<file path="config.mk">
export PLATFORM = sky130hd
export DESIGN_NAME = pragmatic_mult
export DESIGN_NICKNAME = d
export VERILOG_FILES = /design/src/rtl/pragmatic_mult.sv
export SDC_FILE = /design/constraint.sdc
export NUM_CORES = 1
export LEC_CHECK = 0
export BUFFER_PORTS_ARGS = -buffer_cell sky130_fd_sc_hd__buf_2
export CAP_MARGIN = 20
export CELL_PAD_IN_SITES_DETAIL_PLACEMENT = 1
export CELL_PAD_IN_SITES_GLOBAL_PLACEMENT = 2
export CORE_MARGIN = 10
export CORE_UTILIZATION = 40
export CTS_CLUSTER_DIAMETER = 150
export DETAILED_ROUTE_END_ITERATION = 7
export PLACE_DENSITY_LB_ADDON = 0.1
export SYNTH_ARGS = -nofsm -noshare
export SYNTH_HDL_FRONTEND = slang
export SYNTH_SLANG_ARGS = --single-unit
</file>
<file path="constraint.sdc">
create_clock -name clk -period 16.7 [get_ports clk]
set_input_delay 0.835 -clock clk [delete_from_list [all_inputs] [get_ports clk]]
set_output_delay 0.835 -clock clk [all_outputs]
set_load 0.03 [all_outputs]
</file>
<file path="src/rtl/pragmatic_mult.sv">
// Essential-bit serial multiplier: one RUN cycle per set bit of the multiplier,
// with runtime 4/8/16/32-bit precision and build-time signedness.
module pragmatic_mult #(
    parameter int unsigned MAX_WIDTH = 16,
    parameter bit          SIGNED    = 1'b1
) (
    input  logic                   clk,
    input  logic                   rst,
    input  logic                   en,
    input  logic [1:0]             precision,
    input  logic [MAX_WIDTH-1:0]   jia,
    input  logic [MAX_WIDTH-1:0]   yi,
    input  logic                   in_valid,
    output logic                   in_ready,
    output logic [2*MAX_WIDTH-1:0] zi,
    output logic                   out_valid,
    input  logic                   out_ready,
    output logic [5:0]             cycles
);

    localparam int unsigned AW = 2 * MAX_WIDTH;
    localparam int unsigned KW = (MAX_WIDTH > 1) ? $clog2(MAX_WIDTH) : 1;

    typedef enum logic [1:0] {StIdle, StRun, StDone} state_e;

    state_e                 state_q, state_d;
    logic [AW-1:0]          a_q, a_d;
    logic [MAX_WIDTH-1:0]   m_q, m_d;
    logic [6:0]             p_q, p_d;
    logic [AW-1:0]          acc_q, acc_d;
    logic [AW-1:0]          zi_q, zi_d;
    logic [5:0]             cycles_q, cycles_d;

    logic [6:0]             p_eff;
    logic [AW-1:0]          low_mask;
    logic                   jia_sign;
    logic [AW-1:0]          jia_ext;
    logic [MAX_WIDTH-1:0]   yi_masked;

    logic [KW-1:0]          k;
    logic [AW-1:0]          shifted;
    logic                   is_msb;
    logic [AW-1:0]          acc_next;
    logic [MAX_WIDTH-1:0]   m_next;

    // Effective width, low-P mask and operand extension for the accept path
    always_comb begin
        p_eff = 7'(32'd4 << precision);
        if (p_eff > 7'(MAX_WIDTH)) begin
            p_eff = 7'(MAX_WIDTH);
        end
        for (int i = 0; i < int'(AW); i++) begin
            low_mask[i] = (i < int'(p_eff));
        end
        jia_sign = 1'b0;
        for (int i = 0; i < int'(MAX_WIDTH); i++) begin
            if (i == int'(p_eff) - 1) begin
                jia_sign = jia[i];
            end
        end
        if (!SIGNED) begin
            jia_sign = 1'b0;
        end
        jia_ext   = ({{MAX_WIDTH{1'b0}}, jia} & low_mask) | ({AW{jia_sign}} & ~low_mask);
        yi_masked = yi & low_mask[MAX_WIDTH-1:0];
    end

    // Lowest-set-bit priority encoder and the per-cycle accumulate step
    always_comb begin
        k = '0;
        for (int i = int'(MAX_WIDTH) - 1; i >= 0; i--) begin
            if (m_q[i]) begin
                k = KW'(i);
            end
        end
        shifted = a_q << k;
        // Top bit of a two's-complement multiplier carries negative weight
        is_msb  = SIGNED && (int'(k) == int'(p_q) - 1);
        if (m_q == '0) begin
            acc_next = acc_q;
        end else if (is_msb) begin
            acc_next = acc_q - shifted;
        end else begin
            acc_next = acc_q + shifted;
        end
        m_next = m_q & (m_q - MAX_WIDTH'(1));
    end

    // Next-state logic; en=0 leaves every register at its current value
    always_comb begin
        state_d  = state_q;
        a_d      = a_q;
        m_d      = m_q;
        p_d      = p_q;
        acc_d    = acc_q;
        zi_d     = zi_q;
        cycles_d = cycles_q;
        if (en) begin
            unique case (state_q)
                StIdle: begin
                    if (in_valid) begin
                        a_d      = jia_ext;
                        m_d      = yi_masked;
                        p_d      = p_eff;
                        acc_d    = '0;
                        cycles_d = '0;
                        // An empty mask still spends one RUN cycle (adding nothing),
                        // so out_valid is never earlier than one cycle after accept.
                        state_d  = StRun;
                    end
                end
                StRun: begin
                    acc_d = acc_next;
                    m_d   = m_next;
                    if (m_q != '0) begin
                        cycles_d = cycles_q + 6'd1;
                    end
                    if (m_next == '0) begin
                        zi_d    = acc_next;
                        state_d = StDone;
                    end
                end
                StDone: begin
                    if (out_ready) begin
                        state_d = StIdle;
                    end
                end
                default: state_d = StIdle;
            endcase
        end
    end

    // State and datapath registers with asynchronous reset
    always_ff @(posedge clk or posedge rst) begin
        if (rst) begin
            state_q  <= StIdle;
            a_q      <= '0;
            m_q      <= '0;
            p_q      <= '0;
            acc_q    <= '0;
            zi_q     <= '0;
            cycles_q <= '0;
        end else begin
            state_q  <= state_d;
            a_q      <= a_d;
            m_q      <= m_d;
            p_q      <= p_d;
            acc_q    <= acc_d;
            zi_q     <= zi_d;
            cycles_q <= cycles_d;
        end
    end

    assign in_ready  = en && !rst && (state_q == StIdle);
    assign out_valid = (state_q == StDone);
    assign zi        = zi_q;
    assign cycles    = cycles_q;

endmodule

</file>
==> impl_results.md <==
- Fmax: 144 MHz
- Mapped Cells: 1132
- Synth top area cells: dfrtp_1 (30%), nand2_1 (5.9%), a21oi_1 (5.3%), ha_1 (4.6%), o21ai_0 (4.4%)
- Clk pin slew, worst setup/hold paths: approximately 0.10 ns
- Post-route setup TNS: 0 ns
- CTS resizes: 0
- RSZ-0062 raised after global routing: false
- Largest family of logic cells by synthesized area: compound AO/OA/AOI/OAI gates
- Reg2reg setup slack: 9.78 ns
- CP max FO: 21
- Starting density of the core: between 40% and 50%
- Synth Area in Adders: 4.93%
- Worst setup endpoint: zi[28]$_DFFE_PP0P_
- FP Rows: 55
- CP Buf/Inv Count: 0
- Setup CP Type: flip-flop to flip-flop
- Sequential Area: 2800 um2
- PortBufs: between 70 and 80
- Ant. Diodes: 0
- Simple-gate share of the synthesized area: 19.8%
- Synth warnings: 0
- Clk_lat worst skew: ~0.38 ns
- Worst R2R Start: m_q[3]$_DFFE_PP0P_
- Worst Setup SP: m_q[3]$_DFFE_PP0P_
- Synth cell count leaders: nand2_1 (146), dfrtp_1 (112), nor2_1 (108), a21oi_1 (97), o21ai_0 (82)
- First-pass GRT wire length: 49.5 mm
- Layout Skew: roughly 0.022 ns
- Worst hold path class: primary input to asynchronous set/reset pin
- CP endpoint kind: flip-flop
- Post-CTS Hold Fix Bufs: 0
- Longest Clk Path Bufs: 2
- WP data arrival: 7.17 ns
- Seq/Total Area, Yosys: between 30 and 40%
- Worst reg2reg endpoint: zi[28]$_DFFE_PP0P_
- TritonCTS clock tree: built
- Slack of the critical path: just under 10 ns
- Multi-input gate area: 6000 um2
- Vias in the first global route: 8748
- Critical Path Stages: 23
- DP Wirelength: approximately 23 mm
- Die H: 172 um
- Setup violators final: 0
- GPL Wtd Cong: 0.873
- Largest net degree at the start of global routing: 73
- Total wire length: 30.5 mm
- Final period util: 41.5%
- Top cell by count, worst path: a21oi_1
- Hold Vio Cnt, Final: 0
- Cell Chain, Critical Path: or4_4 > nor2_1 > nand2_1 > nand2_1 > a221oi_1 > a311o_1 > a21oi_1 > and4_1 > nand3_1 > o21ai_0 > xor2_1 > ha_1 > a21o_1 > a21oi_1 > nand2_1 > a311oi_1 > o31ai_1 > or4b_2 > a31oi_1 > xor2_1 > nor2_1 > a21oi_1 > a21oi_1
- Starting DRT DRC Count: 555
- Detailed Routing Iterations Pass 1: 7
- CP delay by family, top: simple AND/OR/NAND/NOR gates
- Total gr overflow: 0
- Critical path launch point type: flip-flop
- Initial antenna violation count: 0
- Slew Viols, Final: 0
- Outcome: completed
- Worst slew margin: 23.2%
- Syn_nets: 1206
- Root Buffer: clkbuf_16
- Worst slack at placement: a little under 10 ns
- Filler Cell Count: 2797
- Synthesized area: 9240 um2
- Via Count: about 8.6k
- Share of cells above drive strength 1: roughly 14%
- Max-cap violations: 0
- Crit-path slowest cell: or4_4
- Die area: 29600 um2
- Final #Nets: between 1k and 1.5k
- Crit-path max cell delay: just under 0.7 ns
- Crit path time final: approximately 6.9 ns
- Post-synth EDFFs: 0
- Synth Area in Compound Gates: 27.8%
- Synth area leader: dfrtp_1
- Distinct cell type count after synthesis: 97
- Mux share of post-synthesis cell area: slightly above 6%
- Core area: 22700 um2
- Flops & latches, synth: roughly 110
- # DRC: 0
- Slew at the pin closest to its max-slew limit: 1.14 ns
- Die width: 172 um
- Vias/cell: around 5.9
- # IOs: 79
- Routed len/inst: 21.0 um
- Most used DFF post-synth: dfrtp_1
- H-tree levels: 3
- R2R cell count: 23
- Most frequent cell after synthesis: nand2_1
- TritonCTS buffer count: 9
- # clock sinks: 112
- Area Overhead vs Synth: 9.59%
- Routed Antenna Nets: 0
- Worst Path Required: approximately 17 ns
- GRT Util Overall: about a fifth
- Post-Synth XOR/XNOR Area: 6.07%
- Setup Fix Bufs, Post-CTS: 0
- Avg Synthesized Cell Area: 8.16 um2
- Async S/R FF share, synth: between 90% and 100%
- Top-area cell type share of the netlist area: 30.3%
==> kinds of logic after synthesis <==
| logic type | count (synthesis) |
|---|---|
| xor gates and xnor gates | 64 |
| adders and majority gates | 36 |
| AOI/OAI and AO/OA | 383 |
| and+or+nand+nor | 387 |
| muxes | 45 |
| buffers and inverters | 105 |
| DFF | 112 |
==> how the worst min path moves through the flow <==
stage	cells past startpoint	slack (ns)	start	endpoint
after CTS	1	0.52	zi[20]$_DFFE_PP0P_	zi[20]$_DFFE_PP0P_
after detailed placement	1	0.49	zi[6]$_DFFE_PP0P_	zi[6]$_DFFE_PP0P_
final	2	0.51	rst	m_q[14]$_DFFE_PP0P_
after floorplan	2	0.47	acc_q[10]$_DFFE_PP0P_	acc_q[10]$_DFFE_PP0P_
after global placement	1	0.49	zi[21]$_DFFE_PP0P_	zi[21]$_DFFE_PP0P_
after global routing	1	0.54	zi[18]$_DFFE_PP0P_	zi[18]$_DFFE_PP0P_
==> layer usage <==
layer / wire [um] / up-vias / GRT usage (%)
li1: - / 4198 / -
met1: 14500 / 4222 / 28.3
met2: 14200 / 168 / 34.2
met3: 1100 / 36 / 2.33
met4: 733 / 0 / 6.60
met5: 0 / - / 0
==> registers in the layout, indices dropped and copies added, names as in the netlist <==
name and flops:
p_q 4, state_q 2, acc_q 32, cycles 6
a_q 20, m_q 16, zi 32
==> metrics by stage <==
| stage | util (%) | cell area (um2) | cells | hold slack, ns |
|---|---|---|---|---|
| detailed placement | 43.2 | 9810 | 1441 | 0.491 |
| global route | 44.6 | 10100 | 1457 | 0.543 |
| CTS | 44.6 | 10100 | 1457 | 0.515 |
| global placement | 43.2 | 9810 | 1441 | 0.487 |
| finish | 44.6 | 10100 | 1457 | 0.505 |
| floorplan | - | 9240 | 1132 | 0.473 |
==> final cells by class <==
cell class | instances | area share [%]
inverter | 34 | 1.28
sequential | 112 | 27.7
multi-input combinational | 915 | 59.2
tap | 285 | 3.52
timing repair buffer | 95 | 5.11
clock buffer | 9 | 2.22
clock inverter | 7 | 0.951
==> layout by cell type (no fill, tap or decap), types with 11 or more instances in the layout <==
cell and n:
a21oi_1 97, nor2_1 105, ha_1 34, and2_1 13, a31oi_1 23, buf_4 17, dfrtp_1 112, o21a_1 12
inv_1 33, nor3_1 21, o21ai_0 80, xnor2_1 35, a211oi_1 11, a21o_1 24, nand2_1 146, and3_1 12
o21bai_1 11, mux2i_1 23, a22o_1 29, xor2_1 29, mux2_2 15, o31ai_1 12, nand3_1 23, buf_2 78
==> worst reg2reg max path, stage by stage, from the launching register on <==
cell and delay (ns):
dfrtp_1 0.50, or4_4 0.68, nor2_1 0.27, nand2_1 0.53, nand2_1 0.46, a221oi_1 0.12
a311o_1 0.42, a21oi_1 0.22, and4_1 0.30, nand3_1 0.15, o21ai_0 0.25, xor2_1 0.20
ha_1 0.32, a21o_1 0.18, a21oi_1 0.22, nand2_1 0.07, a311oi_1 0.38, o31ai_1 0.21
or4b_2 0.63, a31oi_1 0.22, xor2_1 0.19, nor2_1 0.06, a21oi_1 0.13, a21oi_1 0.08
Power is not shown: default switching activity piles up to over one toggle a cycle in this logic, so the estimate is an artifact.
